[src/rtl/uart_reg_file_if.sv]
// uart_reg_file_if: register-access bus between an APB slave front end and the UART register file.
//   master drives waddr/wdata/wr_en and raddr/rd_en; slave returns rdata, wack/rack and waddrerr/raddrerr.
interface uart_reg_file_if;
    logic [11:0] waddr;
    logic [31:0] wdata;
    logic        wr_en;
    logic [11:0] raddr;
    logic        rd_en;
    logic [31:0] rdata;
    logic        wack;
    logic        rack;
    logic        waddrerr;
    logic        raddrerr;
    modport master (output waddr, wdata, wr_en, raddr, rd_en, input rdata, wack, rack, waddrerr, raddrerr);
    modport slave  (input waddr, wdata, wr_en, raddr, rd_en, output rdata, wack, rack, waddrerr, raddrerr);
endinterface

[src/rtl/uart_reg_file.sv]
// uart_reg_file: UART control/status registers with 8-deep TX and RX byte FIFOs.
//   pclk/prst_n      clock, asynchronous active-low reset
//   bus              edge-triggered register reads/writes with one-cycle acks and address errors
//   tx_data/tx_valid/tx_ready   TX FIFO head towards the transmitter
//   rx_data/rx_valid            byte pushes from the receiver
//   baud_div/tx_en/rx_en        configuration towards the UART core
module uart_reg_file #(
    parameter logic [15:0] BAUD_RST = 16'd27
) (
    input  logic              pclk,
    input  logic              prst_n,
    uart_reg_file_if.slave    bus,
    output logic [7:0]        tx_data,
    output logic              tx_valid,
    input  logic              tx_ready,
    input  logic [7:0]        rx_data,
    input  logic              rx_valid,
    output logic [15:0]       baud_div,
    output logic              tx_en,
    output logic              rx_en
);
    localparam logic [11:0] A_TX   = 12'h000;
    localparam logic [11:0] A_RX   = 12'h004;
    localparam logic [11:0] A_CTRL = 12'h008;
    localparam logic [11:0] A_BAUD = 12'h00C;
    localparam logic [11:0] A_STAT = 12'h010;

    logic        r_wr_d, r_rd_d;
    logic        r_wack, r_rack, r_werr, r_rerr;
    logic [31:0] r_rdata;
    logic        r_tx_en, r_rx_en, r_tx_ovf, r_rx_ovr;
    logic [15:0] r_baud;
    logic [7:0]  r_tx_mem [8];
    logic [7:0]  r_rx_mem [8];
    logic [2:0]  r_tx_wp, r_tx_rp, r_rx_wp, r_rx_rp;
    logic [3:0]  r_tx_cnt, r_rx_cnt;

    logic        w_wacc, w_racc, w_wmap, w_rmap;
    logic        w_wr_ctrl, w_wr_baud, w_wr_stat, w_tx_clr, w_rx_clr;
    logic        w_tx_full, w_tx_empty, w_rx_full, w_rx_empty;
    logic        w_tx_push_req, w_tx_push, w_tx_pop;
    logic        w_rx_push_req, w_rx_push, w_rx_pop;
    logic [31:0] w_status, w_rval;
    logic        w_unused;

    // Only a 0->1 transition of the request level starts an access.
    assign w_wacc = bus.wr_en & ~r_wr_d;
    assign w_racc = bus.rd_en & ~r_rd_d;
    assign w_wmap = bus.waddr inside {A_TX, A_CTRL, A_BAUD, A_STAT};
    assign w_rmap = bus.raddr inside {A_RX, A_CTRL, A_BAUD, A_STAT};
    assign w_wr_ctrl = w_wacc & (bus.waddr == A_CTRL);
    assign w_wr_baud = w_wacc & (bus.waddr == A_BAUD);
    assign w_wr_stat = w_wacc & (bus.waddr == A_STAT);
    assign w_tx_clr  = w_wr_ctrl & bus.wdata[2];
    assign w_rx_clr  = w_wr_ctrl & bus.wdata[3];

    assign w_tx_full  = r_tx_cnt == 4'd8;
    assign w_tx_empty = r_tx_cnt == 4'd0;
    assign w_rx_full  = r_rx_cnt == 4'd8;
    assign w_rx_empty = r_rx_cnt == 4'd0;

    // A push into a full FIFO still succeeds when the head leaves in the same cycle.
    assign w_tx_pop      = tx_valid & tx_ready;
    assign w_tx_push_req = w_wacc & (bus.waddr == A_TX);
    assign w_tx_push     = w_tx_push_req & (~w_tx_full | w_tx_pop);
    assign w_rx_pop      = w_racc & (bus.raddr == A_RX) & ~w_rx_empty;
    assign w_rx_push_req = rx_valid & r_rx_en;
    assign w_rx_push     = w_rx_push_req & (~w_rx_full | w_rx_pop);

    assign w_status = {18'b0, r_tx_ovf, r_rx_ovr, r_rx_cnt, r_tx_cnt, w_rx_empty, w_rx_full, w_tx_empty, w_tx_full};
    assign w_rval = (bus.raddr == A_RX)   ? (w_rx_empty ? 32'b0 : {24'b0, r_rx_mem[r_rx_rp]}) :
                    (bus.raddr == A_CTRL) ? {30'b0, r_rx_en, r_tx_en} :
                    (bus.raddr == A_BAUD) ? {16'b0, r_baud} :
                    (bus.raddr == A_STAT) ? w_status : 32'b0;
    assign w_unused = &{1'b0, bus.wdata[31:16]};

    assign bus.wack     = r_wack;
    assign bus.rack     = r_rack;
    assign bus.waddrerr = r_werr;
    assign bus.raddrerr = r_rerr;
    assign bus.rdata    = r_rdata;
    assign tx_data      = r_tx_mem[r_tx_rp];
    assign tx_valid     = r_tx_en & ~w_tx_empty;
    assign baud_div     = r_baud;
    assign tx_en        = r_tx_en;
    assign rx_en        = r_rx_en;

    // Previous-level registers reset high so a level held through reset release is not an access.
    always_ff @(posedge pclk or negedge prst_n) begin
        if (!prst_n) begin
            r_wr_d   <= 1'b1;
            r_rd_d   <= 1'b1;
            r_wack   <= 1'b0;
            r_rack   <= 1'b0;
            r_werr   <= 1'b0;
            r_rerr   <= 1'b0;
            r_rdata  <= 32'b0;
            r_tx_en  <= 1'b0;
            r_rx_en  <= 1'b0;
            r_baud   <= BAUD_RST;
            r_tx_ovf <= 1'b0;
            r_rx_ovr <= 1'b0;
        end else begin
            r_wr_d  <= bus.wr_en;
            r_rd_d  <= bus.rd_en;
            r_wack  <= w_wacc;
            r_rack  <= w_racc;
            r_werr  <= w_wacc & ~w_wmap;
            r_rerr  <= w_racc & ~w_rmap;
            r_rdata <= w_racc ? w_rval : 32'b0;
            if (w_wr_ctrl) begin
                r_tx_en <= bus.wdata[0];
                r_rx_en <= bus.wdata[1];
            end
            if (w_wr_baud)
                r_baud <= bus.wdata[15:0];
            // A new drop wins over a same-cycle write-one-to-clear.
            r_tx_ovf <= (w_tx_push_req & ~w_tx_push) | (r_tx_ovf & ~(w_wr_stat & bus.wdata[13]));
            r_rx_ovr <= (w_rx_push_req & ~w_rx_push) | (r_rx_ovr & ~(w_wr_stat & bus.wdata[12]));
        end
    end

    always_ff @(posedge pclk or negedge prst_n) begin
        if (!prst_n) begin
            r_tx_wp  <= 3'd0;
            r_tx_rp  <= 3'd0;
            r_tx_cnt <= 4'd0;
        end else if (w_tx_clr) begin
            r_tx_wp  <= 3'd0;
            r_tx_rp  <= 3'd0;
            r_tx_cnt <= 4'd0;
        end else begin
            if (w_tx_push)
                r_tx_wp <= r_tx_wp + 3'd1;
            if (w_tx_pop)
                r_tx_rp <= r_tx_rp + 3'd1;
            r_tx_cnt <= r_tx_cnt + {3'b0, w_tx_push} - {3'b0, w_tx_pop};
        end
    end

    always_ff @(posedge pclk or negedge prst_n) begin
        if (!prst_n) begin
            r_rx_wp  <= 3'd0;
            r_rx_rp  <= 3'd0;
            r_rx_cnt <= 4'd0;
        end else if (w_rx_clr) begin
            r_rx_wp  <= 3'd0;
            r_rx_rp  <= 3'd0;
            r_rx_cnt <= 4'd0;
        end else begin
            if (w_rx_push)
                r_rx_wp <= r_rx_wp + 3'd1;
            if (w_rx_pop)
                r_rx_rp <= r_rx_rp + 3'd1;
            r_rx_cnt <= r_rx_cnt + {3'b0, w_rx_push} - {3'b0, w_rx_pop};
        end
    end

    // Storage needs no reset: contents are only visible through valid counts.
    always_ff @(posedge pclk) begin
        if (w_tx_push)
            r_tx_mem[r_tx_wp] <= bus.wdata[7:0];
        if (w_rx_push)
            r_rx_mem[r_rx_wp] <= rx_data;
    end
endmodule

[src/flat_wrapper.sv]
// flat-port wrapper written by rule: the top's interface ports become plain ports
module uart_reg_file_flat 
#(
    parameter logic [15:0] BAUD_RST = 16'd27
)
  (pclk, prst_n, tx_data, tx_valid, tx_ready, rx_data, rx_valid, baud_div, tx_en, rx_en, bus_waddr, bus_wdata, bus_wr_en, bus_raddr, bus_rd_en, bus_rdata, bus_wack, bus_rack, bus_waddrerr, bus_raddrerr);
  uart_reg_file_if bus_i ();
  input  logic pclk;
  input  logic prst_n;
  output logic [7:0] tx_data;
  output logic tx_valid;
  input  logic tx_ready;
  input  logic [7:0] rx_data;
  input  logic rx_valid;
  output logic [15:0] baud_div;
  output logic tx_en;
  output logic rx_en;
  input wire logic [$bits(bus_i.waddr)-1:0] bus_waddr;
  input wire logic [$bits(bus_i.wdata)-1:0] bus_wdata;
  input wire logic [$bits(bus_i.wr_en)-1:0] bus_wr_en;
  input wire logic [$bits(bus_i.raddr)-1:0] bus_raddr;
  input wire logic [$bits(bus_i.rd_en)-1:0] bus_rd_en;
  output wire logic [$bits(bus_i.rdata)-1:0] bus_rdata;
  output wire logic [$bits(bus_i.wack)-1:0] bus_wack;
  output wire logic [$bits(bus_i.rack)-1:0] bus_rack;
  output wire logic [$bits(bus_i.waddrerr)-1:0] bus_waddrerr;
  output wire logic [$bits(bus_i.raddrerr)-1:0] bus_raddrerr;
  assign bus_i.waddr = bus_waddr;
  assign bus_i.wdata = bus_wdata;
  assign bus_i.wr_en = bus_wr_en;
  assign bus_i.raddr = bus_raddr;
  assign bus_i.rd_en = bus_rd_en;
  assign bus_rdata = bus_i.rdata;
  assign bus_wack = bus_i.wack;
  assign bus_rack = bus_i.rack;
  assign bus_waddrerr = bus_i.waddrerr;
  assign bus_raddrerr = bus_i.raddrerr;
  uart_reg_file #(.BAUD_RST(BAUD_RST)) u_core (.pclk(pclk), .prst_n(prst_n), .bus(bus_i), .tx_data(tx_data), .tx_valid(tx_valid), .tx_ready(tx_ready), .rx_data(rx_data), .rx_valid(rx_valid), .baud_div(baud_div), .tx_en(tx_en), .rx_en(rx_en));
endmodule
[config.mk]
export PLATFORM = sky130hd
export DESIGN_NAME = uart_reg_file_flat
export DESIGN_NICKNAME = d
export VERILOG_FILES = /design/src/rtl/uart_reg_file_if.sv /design/src/rtl/uart_reg_file.sv /design/src/flat_wrapper.sv
export SDC_FILE = /design/constraint.sdc
export NUM_CORES = 1
export LEC_CHECK = 0
export CAP_MARGIN = 20
export CORE_UTILIZATION = 40
export DETAILED_ROUTE_END_ITERATION = 12
export PLACE_DENSITY = 0.7
export SYNTH_ARGS = -nofsm -noshare
export SYNTH_HDL_FRONTEND = slang
export SYNTH_SLANG_ARGS = --single-unit
[constraint.sdc]
create_clock -name pclk -period 3.35 [get_ports pclk]
set_input_delay 0.5025 -clock pclk [delete_from_list [all_inputs] [get_ports pclk]]
set_output_delay 0.5025 -clock pclk [all_outputs]
set_load 0.05 [all_outputs]
**Yosys cells after proc, flatten, opt, wreduce, memory -nomap -nowiden**

Memories as Yosys holds them, arrays and structs flattened.
Cells that the tools add are included.

- Add/sub/neg operators: 8
- Multiply operators: 0
- Div/mod/pow operators: 0
- Order comparisons: 0
- Eq/ne operators: 9
- Shifts and indexed selects: 0
- Mux-type cells: 20
- Bitwise operators: 39
- Reduce and logical (&&, ||, !) cells: 9

Operators with widths:

| kind | count |
|---|---|
| $mux 32 | 4 |
| $eq 12x4->1 const B | 4 |
| $eq 12x5->1 const B | 2 |
| $mux 3 | 8 |
| $and 1x1->1 | 23 |
| $mux 14 | 1 |
| $add 3x1->3 const B | 4 |
| $eq 12x3->1 const B | 1 |
| $logic_not 12->1 | 1 |
| $not 1->1 | 12 |
| $add 4x1->4 | 2 |
| $eq 4x4->1 const B | 2 |
| $logic_not 4->1 | 2 |
| $mux 4 | 2 |
| $mux 8 | 1 |
| $reduce_bool 2->1 | 4 |
| $reduce_bool 4->1 | 2 |
| $sub 4x1->4 | 2 |
| $mux 1 | 4 |
| $or 1x1->1 | 4 |

- Register bits: 78
- Bits in latches: 0
- RAM bits: 128
- ROM bits: 0
- Input bits: 70
- Output and inout bits: 63
- Word-level logic and storage cells: 105
- Memories: 2

Memories:

| memory | depth | bits a word | rd ports | clocked after memory_dff | write ports | RTL line | RTL |
|---|---|---|---|---|---|---|---|
| u_core.r_rx_mem | 8 | 8 | 1 | 0 | 1 | uart_reg_file.sv:34 | `logic [7:0] r_rx_mem [8];` |
| u_core.r_tx_mem | 8 | 8 | 1 | 0 | 1 | uart_reg_file.sv:33 | `logic [7:0] r_tx_mem [8];` |

**Logic depth before layout (Yosys ltp)**

Gate-level depths: netlist (run 1).

- Depth after elaboration: 9
- Mapped depth: 14
- Mapped depth without buffers: 13

**Worst setup path before layout (run 1)**

OpenSTA, ideal clock, no wires.

- Kind: input port to flip-flop
- Start point: input port bus_raddr[0]
- End point: register u_core.r_rx_cnt[1]
- Setup time: 0.141 ns
- Arrival time: 2.691 ns
- Data required time: 3.209 ns
- Slack: 0.519 ns
- Cell stages on the path: 10
- Buffers on the path: 1
- Path through: or4_4 -> nor4b_4 -> nand2_1 -> buf_2 -> inv_1 -> ha_1 -> inv_1 -> ha_1 -> fa_1 -> nor2b_1

- Cells in the longest elaborated chain, start to end: 8

RTL lines:

| what | RTL line | RTL |
|---|---|---|
| start, declared | flat_wrapper.sv:21 | `input wire logic [$bits(bus_i.raddr)-1:0] bus_raddr;` |
| $eq 12x3->1 * | uart_reg_file.sv:66 | `assign w_rx_pop = w_racc & (bus.raddr == A_RX) & ~w_rx_empty;` |
| $and 1x1->1 * (2 in a row) | uart_reg_file.sv:66 |  |
| $or 1x1->1 | uart_reg_file.sv:68 | `assign w_rx_push = w_rx_push_req & (~w_rx_full \| w_rx_pop);` |
| $and 1x1->1 | uart_reg_file.sv:68 |  |
| $add 4x1->4 | uart_reg_file.sv:155 | `r_rx_cnt <= r_rx_cnt + {3'b0, w_rx_push} - {3'b0, w_rx_pop};` |
| $sub 4x1->4 * | uart_reg_file.sv:155 |  |
| $mux 4 * | uart_reg_file.sv:146 | `end else if (w_rx_clr) begin` |
| end signal, assigned | uart_reg_file.sv:155 |  |
| end, declared | uart_reg_file.sv:36 | `logic [3:0] r_tx_cnt, r_rx_cnt;` |

Every way passes the cells marked *; elsewhere a longest branch is shown, timed or not.
A chain may end at the register's enable or synchronous reset.

**Final worst setup path (run 1)**

- Start point: register u_core.r_tx_rp[0]
- End point: output port tx_data[2]

- Cells in the longest elaborated chain, start to end: 1

RTL lines:

| what | RTL line | RTL |
|---|---|---|
| start, declared | uart_reg_file.sv:35 | `logic [2:0] r_tx_wp, r_tx_rp, r_rx_wp, r_rx_rp;` |
| start signal, assigned | uart_reg_file.sv:136 | `r_tx_rp <= r_tx_rp + 3'd1;` |
| $mem_v2 8x8 | -- |  |
| end, declared | flat_wrapper.sv:10 | `output logic [7:0] tx_data;` |

No other way between the ends.

==> summary.txt, run 1 <==
Floorplan
  – DIE WIDTH: 143.7 µm
  – # rows: 51
  – Die Footprint: 20,660 µm²
  – # IOs: 133
  – Core area: 19,590 µm²
  – DIE HEIGHT: 143.7 µm
  – Initial Util: 0.4102

GRT
  – All-layer global routing usage: 0.1700
  – Global-route wire length before repair: 25.51 mm
  – Initial antenna violation count: 0
  – Vias in the first global route: 4,808
  – Pin count of the biggest net entering global routing: 44
  – Global route total overflow: 0

Logic synthesis
  – Most frequent cell after synthesis: edfxtp_1
  – #FFs+latches synth: 190
  – Largest cells by area after synthesis: edfxtp_1 48%, dfrtp_1 17%, mux4_2 8.7%
  – Syn avg cell area: 15.85 µm²
  – Synth unique cells: 48
  – YS warnings: 0
  – Synth Instances: 507
  – Yosys top cell by area: edfxtp_1
  – Async SR Flop Fraction: 0.3263
  – Mapped cell area: 8035 µm²
  – Seq/Total Area, Yosys: 0.6724
  – Synth top area share: 0.4784
  – EDFF count, synth: 128
  – Synth Flop Type: edfxtp_1
  – Synth cell count leaders: 128 x edfxtp_1, 56 x dfrtp_1, 46 x nor2_1

Detailed routing
  – DR iter-0 viols: 176
  – Drt first pass iters: 4
  – Residual DRC: 0
  – DR WL/cell: 17.99 µm
  – Detail Route Antenna Nets: 0
  – Total wire length: 16.51 mm
  – Via count: 4,605
  – Vias/cell: 5.016

Cells and area
  – Fill count: 1,620
  – N_diodes: 0
  – Final nets: 728
  – Syn-to-layout area delta: 24.91%
  – Final design utilization: 0.5124
  – Layout cell share with drive strength beyond 1: 0.2098

Worst setup path
  – Critical path arrival: 2.72 ns
  – CP Buf/Inv Count: 2
  – Top delay family on crit path: buffers and inverters
  – Startpoint Class: flip-flop
  – Critical Path RT: 2.85 ns
  – Critical-path top delay cell: clkdlybuf4s50_1
  – Critical path cell sequence: buf_4 -> mux4_2 -> mux2_2 -> clkdlybuf4s50_1
  – Worst setup path category: flip-flop to output pin
  – Maximum net fanout on the critical path: 16
  – Crit path largest cell delay: 0.70 ns
  – CP Capture Type: output pin

Power and ir drop
  – Pwr Density: 481.0 nW/µm²
  – Peak VDD IR: 0.3762 mV
  – Static leakage: 3.712 nW

Clock network
  – Max clock buf depth: 2
  – Clk root buf: clkbuf_16
  – CTS tree: done
  – CTS Sinks: 190
  – CTS clk-pin slew, worst paths: 0.08 ns
  – Setup Fix Bufs, Post-CTS: 0
  – Total CTS buffers: 17
  – Worst skew pair latency: 0.44 ns
  – H-tree lvl count: 4

Timing
  – Clock Skew: 0.01121 ns
  – Setup TNS: 0 ns
  – Crit path time final: 3.218 ns
  – Final hold vios: 0
  – Fmax achieved: 0.3107 GHz
  – Period utilisation layout: 0.9607
  – RSZ-0062 raised after global routing: no
  – Max-slew headroom: 0.6195
  – Worst-margin pin slew: 0.5629 ns
  – Slew Viols, Final: 0
  – Finish-stage setup viols: 0

Hold path
  – Min-delay worst type: input pin to flip-flop

Outcome
  – Status: complete, no violations

Placement
  – Input/output buffers: 100
  – GP Congestion: 0.7851
  – Detailed placement HPWL: 11.94 mm

Flow run
  – Maximum Capacitance Violations: 0
-- report_power, final --
group,switching [W],internal [W],leakage [nW]
Clock,0.000919,0.000974,0.267
Combinational,0.000205,0.000162,1.48
Sequential,0.0000254,0.00254,1.96
Total,0.00115,0.00368,3.71
-- cell usage in the layout, fill, tap and decap left out, drive strengths merged, types with 3 or more instances in the layout --
master and instances:
conb 16, ha 16, nor3 8, nor4 6, o21ai 10, nand2b 11
nor3b 5, nand2 17, clkinv 6, and2 3, dfrtp 56, clkinvlp 3
or2 3, o22ai 6, mux2i 12, a22oi 12, mux2 25, inv 27
buf 34, mux4 31, nor2b 7, clkbuf 17, a21oi 8, dfstp 6
clkdlybuf4s50 99, and3 3, xnor2 6, edfxtp 128, nand3 3, xor2 3
nor2 46
-- sequential cells by signal, indices dropped and copies added (netlist names), 3 cells and up --
signal            count
u_core.r_rx_mem      64
u_core.r_tx_cnt       4
u_core.r_rx_wp        3
u_core.bus.rdata     16
u_core.r_tx_mem      64
u_core.r_rx_rp        3
u_core.r_tx_rp        3
u_core.baud_div      16
u_core.r_tx_wp        3
u_core.r_rx_cnt       4
-- logic make-up after synthesis --
group | synth area share
fa+ha+maj | 0.02990
other cells | 0.0004667
buf+inv | 0.03457
mux | 0.1369
flops | 0.6724
simple gates | 0.07802
xor+xnor | 0.009811
compound gates | 0.03800
-- metal layers --
| metal | vias to the layer above | share of wire | track usage |
|---|---|---|---|
| met5 | - | 0 | 0 |
| met4 | 0 | 0.021 | 0.06663 |
| met3 | 30 | 0.037 | 0.04365 |
| met2 | 98 | 0.55 | 0.3137 |
| met1 | 2338 | 0.39 | 0.1853 |
| li1 | 2139 | - | - |
-- final timing paths --
| check | depth (start not counted) | to | slack, ns | start |
|---|---|---|---|---|
| worst max-delay path | 4 | tx_data[2] | 0.13 | u_core.r_tx_rp[0] |
| worst min-delay path | 1 | u_core.r_wr_d | 0.49 | bus_wr_en |
| worst max register to register | 12 | u_core.r_rx_cnt[2] | 0.62 | u_core.r_rx_cnt[2] |
| worst min register to register | 2 | u_core.baud_div[3] | 0.52 | u_core.baud_div[3] |
| max in group asynchronous | 3 | u_core.baud_div[1] | 1.88 | prst_n |
| min in group asynchronous | 2 | u_core.bus.rdata[9] | 0.54 | prst_n |
-- cell type report --
type                    instances  area, µm²  area share
well taps                     265      331.6     0.03303
clock inverters                15      133.9     0.01334
clock buffers                  17      425.4     0.04238
inverters                      21      78.83    0.007853
repair buffers                134       1254      0.1249
multi-input cells             276       2411      0.2402
flip-flops and latches        190       5403      0.5383
-- repair_timing --
| action | in CTS | in global routing |
|---|---|---|
| hold buffers | 1 | 0 |
| gates resized for setup | 0 | 0 |
| endpoints found under the hold margin | 13 | 0 |
-- metrics by stage --
stage | total power [W] | hold slack (ns) | instance area [µm²] | setup slack [ns] | cells
CTS | 0.004876 | 0.4740 | 10040 | 0.08790 | 918
detailed placement | 0.002984 | 0.4699 | 9468 | 0.2456 | 885
global route | 0.004999 | 0.5025 | 10040 | 0.01384 | 918
finish | 0.004827 | 0.4887 | 10040 | 0.1317 | 918
global placement | 0.002967 | 0.4631 | 9468 | 0.2397 | 885
floorplan | 0.002842 | 0.2069 | 8092 | 0.5186 | 522
(Power assumes the default switching activity.)
==> run 2, diff against run 1 <==
ABC_AREA = 1   (was not set)
PLACE_DENSITY = 0.69   (was 0.7)
==> run 2 against run 1 <==
Via count grew 35%. Die area up 7.9%. Worst setup slack improved by 0.38 ns. Critical path depth rose by 3. Clock-buffer cell count did not move. Non-clock buffer count fell by 8. First-iteration DRC count up 110%. Total power is 6.0% higher. Global-route usage grew 1.5 points. Highest routed layer unchanged.
==> summary.txt, run 2 <==
Outcome
  – Status: complete, no violations

Clock network
  – Clk root buf: clkbuf_16
  – CTS tree: done
  – Resized cells post-CTS: 0
  – CTS clk-pin slew, worst paths: 0.08 ns
  – Max clock buf depth: 2
  – Hold Buf Count CTS: 0
  – CTS Sinks: 190
  – Worst skew pair latency: 0.43 ns
  – Setup Fix Bufs, Post-CTS: 0
  – Total CTS buffers: 17
  – H-tree lvl count: 4

Logic synthesis
  – Syn avg cell area: 10.04 µm²
  – YS warnings: 0
  – Seq/Total Area, Yosys: 0.6223
  – Largest family of logic cells by synthesized area: simple AND/OR/NAND/NOR gates
  – Mapped cell area: 8682 µm²
  – #FFs+latches synth: 190
  – Synth cell count leaders: 175 x nand2_1, 128 x edfxtp_1, 118 x nor2_1
  – Post-synthesis mux area share: 0
  – Yosys top cell by area: edfxtp_1
  – Adder-cell share of the synthesized area: 0.02767
  – Simple-Gate Fraction of Synth Area: 0.2044
  – Largest cells by area after synthesis: edfxtp_1 44%, dfrtp_1 16%, nand2_1 7.6%
  – Post-synthesis compound-gate area fraction: 0.06413
  – Most frequent cell after synthesis: nand2_1
  – Post-synthesis xor/xnor area fraction: 0.005044
  – Synth unique cells: 38
  – Synth Instances: 865
  – Synth Flop Type: edfxtp_1
  – EDFF count, synth: 128
  – Async SR Flop Fraction: 0.3263
  – Synth top area share: 0.4427

Floorplan
  – # rows: 53
  – Initial Util: 0.4104
  – Core area: 21,150 µm²
  – # IOs: 133
  – DIE HEIGHT: 149.3 µm
  – Die Footprint: 22,300 µm²
  – DIE WIDTH: 149.3 µm

Cells and area
  – N_diodes: 0
  – Largest regs: u_core.r_rx_mem: 64 flops, u_core.r_tx_mem: 64 flops
  – Layout cell share with drive strength beyond 1: 0.1028
  – Final nets: 1,067
  – Commonest non-fill, non-tap cell in the layout: nand2_1
  – Fill count: 1,894
  – Most frequent cells in the layout: 175 x nand2_1, 128 x edfxtp_1, 118 x nor2_1
  – Syn-to-layout area delta: 22.54%

Power and ir drop
  – Static leakage: 4.463 nW
  – Peak VDD IR: 0.3393 mV
  – Total power: 0.005116 W
  – Pwr Density: 480.9 nW/µm²

Worst setup path
  – Critical Path RT: 2.85 ns
  – CP Capture Type: output pin
  – Startpoint Class: flip-flop
  – Worst setup path category: flip-flop to output pin
  – Maximum net fanout on the critical path: 20
  – Critical path arrival: 2.33 ns

Timing
  – Setup TNS: 0 ns
  – Fmax achieved: 0.3526 GHz
  – RSZ-0062 raised after global routing: no
  – Finish-stage setup viols: 0
  – Setup ws final: 0.5136 ns
  – Clock Skew: 0.01260 ns
  – Max-slew headroom: 0.4115
  – Final hold vios: 0
  – Crit path time final: 2.836 ns
  – Period utilisation layout: 0.8467
  – Worst-margin pin slew: 0.8827 ns
  – Slew Viols, Final: 0

Detailed routing
  – DR WL/cell: 15.27 µm
  – Drt first pass iters: 5
  – DR iter-0 viols: 361
  – Vias/cell: 4.912
  – Total wire length: 19.34 mm
  – Via count: 6,223
  – Detail Route Antenna Nets: 0
  – Residual DRC: 0

GRT
  – Initial antenna violation count: 0
  – Met2 Use GR: 0.3223
  – M3 GR Usage: 0.03394
  – Pin count of the biggest net entering global routing: 63
  – Global route total overflow: 0
  – Top Usage Layer GRT: met2
  – Vias in the first global route: 6,011
  – Met1 Use GR: 0.2344
  – Global-route wire length before repair: 31.40 mm
  – All-layer global routing usage: 0.1849

Hold path
  – Min-delay worst type: input pin to asynchronous set/reset pin

Placement
  – GP Congestion: 0.8209
  – Detailed placement HPWL: 13.44 mm
  – Input/output buffers: 100
  – Dpl ws: 0.4935 ns

Flow run
  – Maximum Capacitance Violations: 0
## run 2: changes by cell type after synthesis, moves of 9 or more
cell,before,now
nand2_1,17,175
inv_1,21,94
nor2_1,46,118
nand3_1,3,65
o21ai_0,10,52
mux4_2,31,0
mux2_2,25,0
o32ai_1,0,16
a22oi_1,12,0
mux2i_1,12,0
nand2b_1,11,0
o21ai_1,0,9
## run 2: area by class of cell
type | count | area (µm²) | share of cell area
Sequential cell | 190 | 5403 | 0.5078
Multi-Input combinational cell | 542 | 2675 | 0.2514
Timing Repair Buffer | 126 | 1171 | 0.1101
Inverter | 102 | 382.9 | 0.03599
Clock buffer | 17 | 425.4 | 0.03999
Tap cell | 275 | 344.1 | 0.03234
Clock inverter | 15 | 237.7 | 0.02234
## run 2: path summary, 6_finish.rpt
path	startpoint	endpoint	slack, ns	cells past startpoint
hold reg to reg	u_core.r_rx_ovr	u_core.r_rx_ovr	0.50	2
hold / removal	prst_n	u_core.bus.rdata[3]	0.22	2
min in group pclk	bus_wr_en	u_core.r_wr_d	0.50	1
max in group asynchronous	prst_n	u_core.bus.rdata[4]	2.56	2
setup reg to reg	u_core.r_rx_cnt[2]	u_core.r_rx_cnt[2]	0.91	11
setup / recovery	u_core.r_tx_rp[0]	tx_data[1]	0.51	7
## run 2: cells by family (layout without fill, tap and decap cells)
group | Yosys count | count (layout)
XOR/XNOR | 5 | 5
buffers and inverters | 148 | 260
AO/OA/AOI/OAI | 96 | 96
flip-flops | 190 | 190
AND/OR/NAND/NOR | 407 | 407
other | 1 | 16
adder cells (fa/ha/maj) | 18 | 18
## run 2: report_power, final
| group | leakage, nW | switching (W) | total (W) | internal (W) |
|---|---|---|---|---|
| combinational | 2.21 | 0.000245 | 0.000399 | 0.000155 |
| sequential | 1.94 | 0.0000188 | 0.00256 | 0.00254 |
| clock | 0.316 | 0.00109 | 0.00216 | 0.00107 |
## run 2: layer usage
layer	wire length, µm	vias to the layer above
met2	9836	176
met5	0	-
met4	187	0
li1	-	3074
met1	8354	2959
met3	965	14
## run 2: worst max-delay path, stage by stage (launching register included)
cell,delay [ns]
dfrtp_1,0.39
inv_1,0.48
buf_4,0.32
nor2_1,0.06
o32ai_1,0.26
nand2_1,0.11
nand2_1,0.09
buf_4,0.20
## run 2: stage by stage
| stage | util | hold WS, ns | std cells | area, µm² |
|---|---|---|---|---|
| 2_1_floorplan | - | 0.2069 | 880 | 8738 |
| 3_3_place_gp | 0.4716 | 0.4791 | 1235 | 9976 |
| 3_5_place_dp | 0.4716 | 0.4850 | 1235 | 9976 |
| 4_1_cts | 0.5029 | 0.2735 | 1267 | 10640 |
| 5_1_grt | 0.5029 | 0.2868 | 1267 | 10640 |
| 6_report | 0.5029 | 0.2187 | 1267 | 10640 |
==> run 3, diff against run 2 <==
clock period = 2.63 ns   (was 3.35 ns; I/O delays follow)
==> run 3 against run 2 <==
Non-clock buffer count increased by 19. Clock-buffer cell count unchanged. Cell count increased by 1.5%. Final area increased by 2.3%. Wire length increased by 2.1%. Sequential share of layout area decreased by 1.1 points. Combinational power increased by 33%. Core utilization increased by 1.1 points.
==> summary.txt, run 3 (synthesis gave the netlist of run 2 again) <==
Clock network
  – CTS clk-pin slew, worst paths: 0.08 ns
  – Max clock buf depth: 2
  – Setup Fix Bufs, Post-CTS: 0
  – CTS tree: done
  – CTS Sinks: 190
  – H-tree lvl count: 4
  – Worst skew pair latency: 0.44 ns
  – Total CTS buffers: 17
  – Clk root buf: clkbuf_16

Timing
  – Finish-stage setup viols: 0
  – Final hold vios: 0
  – Slew Viols, Final: 0
  – RSZ-0062 raised after global routing: no
  – Fmax achieved: 0.4186 GHz
  – Crit path time final: 2.389 ns
  – Setup TNS: 0 ns
  – Max-slew headroom: 0.6184
  – Period utilisation layout: 0.9083
  – Worst-margin pin slew: 0.5706 ns
  – Clock Skew: 0.02117 ns

Worst setup path
  – R2r setup slk: 0.31 ns
  – Critical-path top delay cell: dfrtp_1
  – Crit path largest cell delay: 0.44 ns
  – R2r startpoint: u_core.r_tx_cnt[2]
  – Critical Path RT: 2.24 ns
  – Reg-to-reg endpoint: u_core.r_tx_cnt[2]
  – Critical path cell sequence: inv_1 -> buf_12 -> nor2_1 -> o32ai_1 -> nand2_1 -> nand2_1 -> buf_12
  – Critical path arrival: 1.99 ns
  – CP Capture Type: output pin
  – Maximum net fanout on the critical path: 33
  – CP Capture Point: tx_data[6]
  – Worst setup path category: flip-flop to output pin
  – Startpoint Class: flip-flop
  – Worst-case reg-to-reg path depth: 12
  – Worst Setup SP: u_core.r_tx_rp[0]

Cells and area
  – Commonest non-fill, non-tap cell in the layout: nand2_1
  – Layout cell share with drive strength beyond 1: 0.1197
  – Largest regs: u_core.r_rx_mem: 64 flops, u_core.r_tx_mem: 64 flops
  – Final instance area: 10,880 µm²
  – Most frequent cells in the layout: 175 x nand2_1, 128 x edfxtp_1, 118 x nor2_1
  – N_diodes: 0
  – Final nets: 1,086
  – Syn-to-layout area delta: 25.34%

Hold path
  – Min-delay worst type: input pin to flip-flop
  – Hold depth: 1

GRT
  – Initial antenna violation count: 0
  – Vias in the first global route: 6,086
  – Pin count of the biggest net entering global routing: 63
  – Met1 Use GR: 0.2436
  – All-layer global routing usage: 0.1878
  – Global-route wire length before repair: 31.62 mm
  – Met2 Use GR: 0.3014
  – M3 GR Usage: 0.04648
  – Top Usage Layer GRT: met2
  – Global route total overflow: 0

Floorplan
  – Initial Util: 0.4104
  – DIE WIDTH: 149.3 µm
  – Core area: 21,150 µm²
  – # IOs: 133
  – # rows: 53
  – Die Footprint: 22,300 µm²
  – DIE HEIGHT: 149.3 µm

Detailed routing
  – DR iter-0 viols: 471
  – Residual DRC: 0
  – Total wire length: 19.75 mm
  – Via count: 6,438
  – Detail Route Antenna Nets: 0
  – Drt first pass iters: 5
  – DR WL/cell: 15.36 µm
  – Vias/cell: 5.006

Placement
  – GP Congestion: 0.8190
  – Input/output buffers: 100
  – Detailed placement HPWL: 13.52 mm
  – Placed instance area: 10,240 µm²

Flow run
  – Maximum Capacitance Violations: 0

Power and ir drop
  – Peak VDD IR: 0.4250 mV
  – Total power: 0.006470 W
  – Pwr Density: 594.6 nW/µm²
  – Static leakage: 4.609 nW

Outcome
  – Status: complete, no violations
[run 3: cell count changes in the layout (fill, tap and decap cells not counted), sizes merged]
cell           delta
clkinv            -3
clkdlybuf4s50     -1
buf              +18
dlymetal6s2s      +1
inv               +3
dlygate4sd3       +1
[run 3: how the worst min path moves through the flow]
stage	endpoint	start
finish	u_core.r_wr_d	bus_wr_en
global route	u_core.r_wr_d	bus_wr_en
CTS	u_core.r_wr_d	bus_wr_en
detailed placement	u_core.bus.rdata[2]	prst_n
global placement	u_core.bus.rdata[2]	prst_n
floorplan	u_core.baud_div[10]	prst_n
[run 3: through the flow]
stage / hold slack [ns] / utilization / setup WS (ns) / cells
2_1_floorplan: 0.09891 / - / 0.4506 / 880
3_3_place_gp: 0.4319 / 0.4839 / 0.04646 / 1253
3_5_place_dp: 0.4271 / 0.4839 / 0.01898 / 1253
4_1_cts: 0.3684 / 0.5143 / 0.02284 / 1286
5_1_grt: 0.3785 / 0.5144 / 0.1079 / 1286
6_report: 0.3863 / 0.5144 / 0.2412 / 1286
[run 3: cell type report]
cell class                      instances  area, µm²
Fill cell                            1887      10270
Sequential cell                       190       5404
Multi-Input combinational cell        542       2675
Timing Repair Buffer                  145       1444
Clock buffer                           17      425.4
Inverter                              102      382.9
Tap cell                              275      344.1
Clock inverter                         15      206.4
[run 3: per-layer routing]
| metal | vias up | share of wire |
|---|---|---|
| met4 | 0 | 0.027 |
| met2 | 216 | 0.48 |
| met3 | 43 | 0.057 |
| li1 | 3110 | - |
| met1 | 3069 | 0.44 |
| met5 | - | 0 |
[run 3: worst max-delay path, delay by kind of cell, from the launching register on]
family,cells,cell delay (ns)
buffers and inverters,3,0.45
AO/OA/AOI/OAI,1,0.32
flip-flops,1,0.44
AND/OR/NAND/NOR,3,0.32
[run 3: timing repair]
action / CTS / global route
endpoints found under the hold margin: 56 / 0
setup endpoints to repair: 4 / 1
gates resized for setup: 1 / 1
hold buffers: 1 / 0
[run 3: report_power, final]
group / internal, W / switching, W
Combinational: 0.000216 / 0.000313
Clock: 0.00133 / 0.00135
Sequential: 0.00323 / 0.0000237
Total: 0.00478 / 0.00169
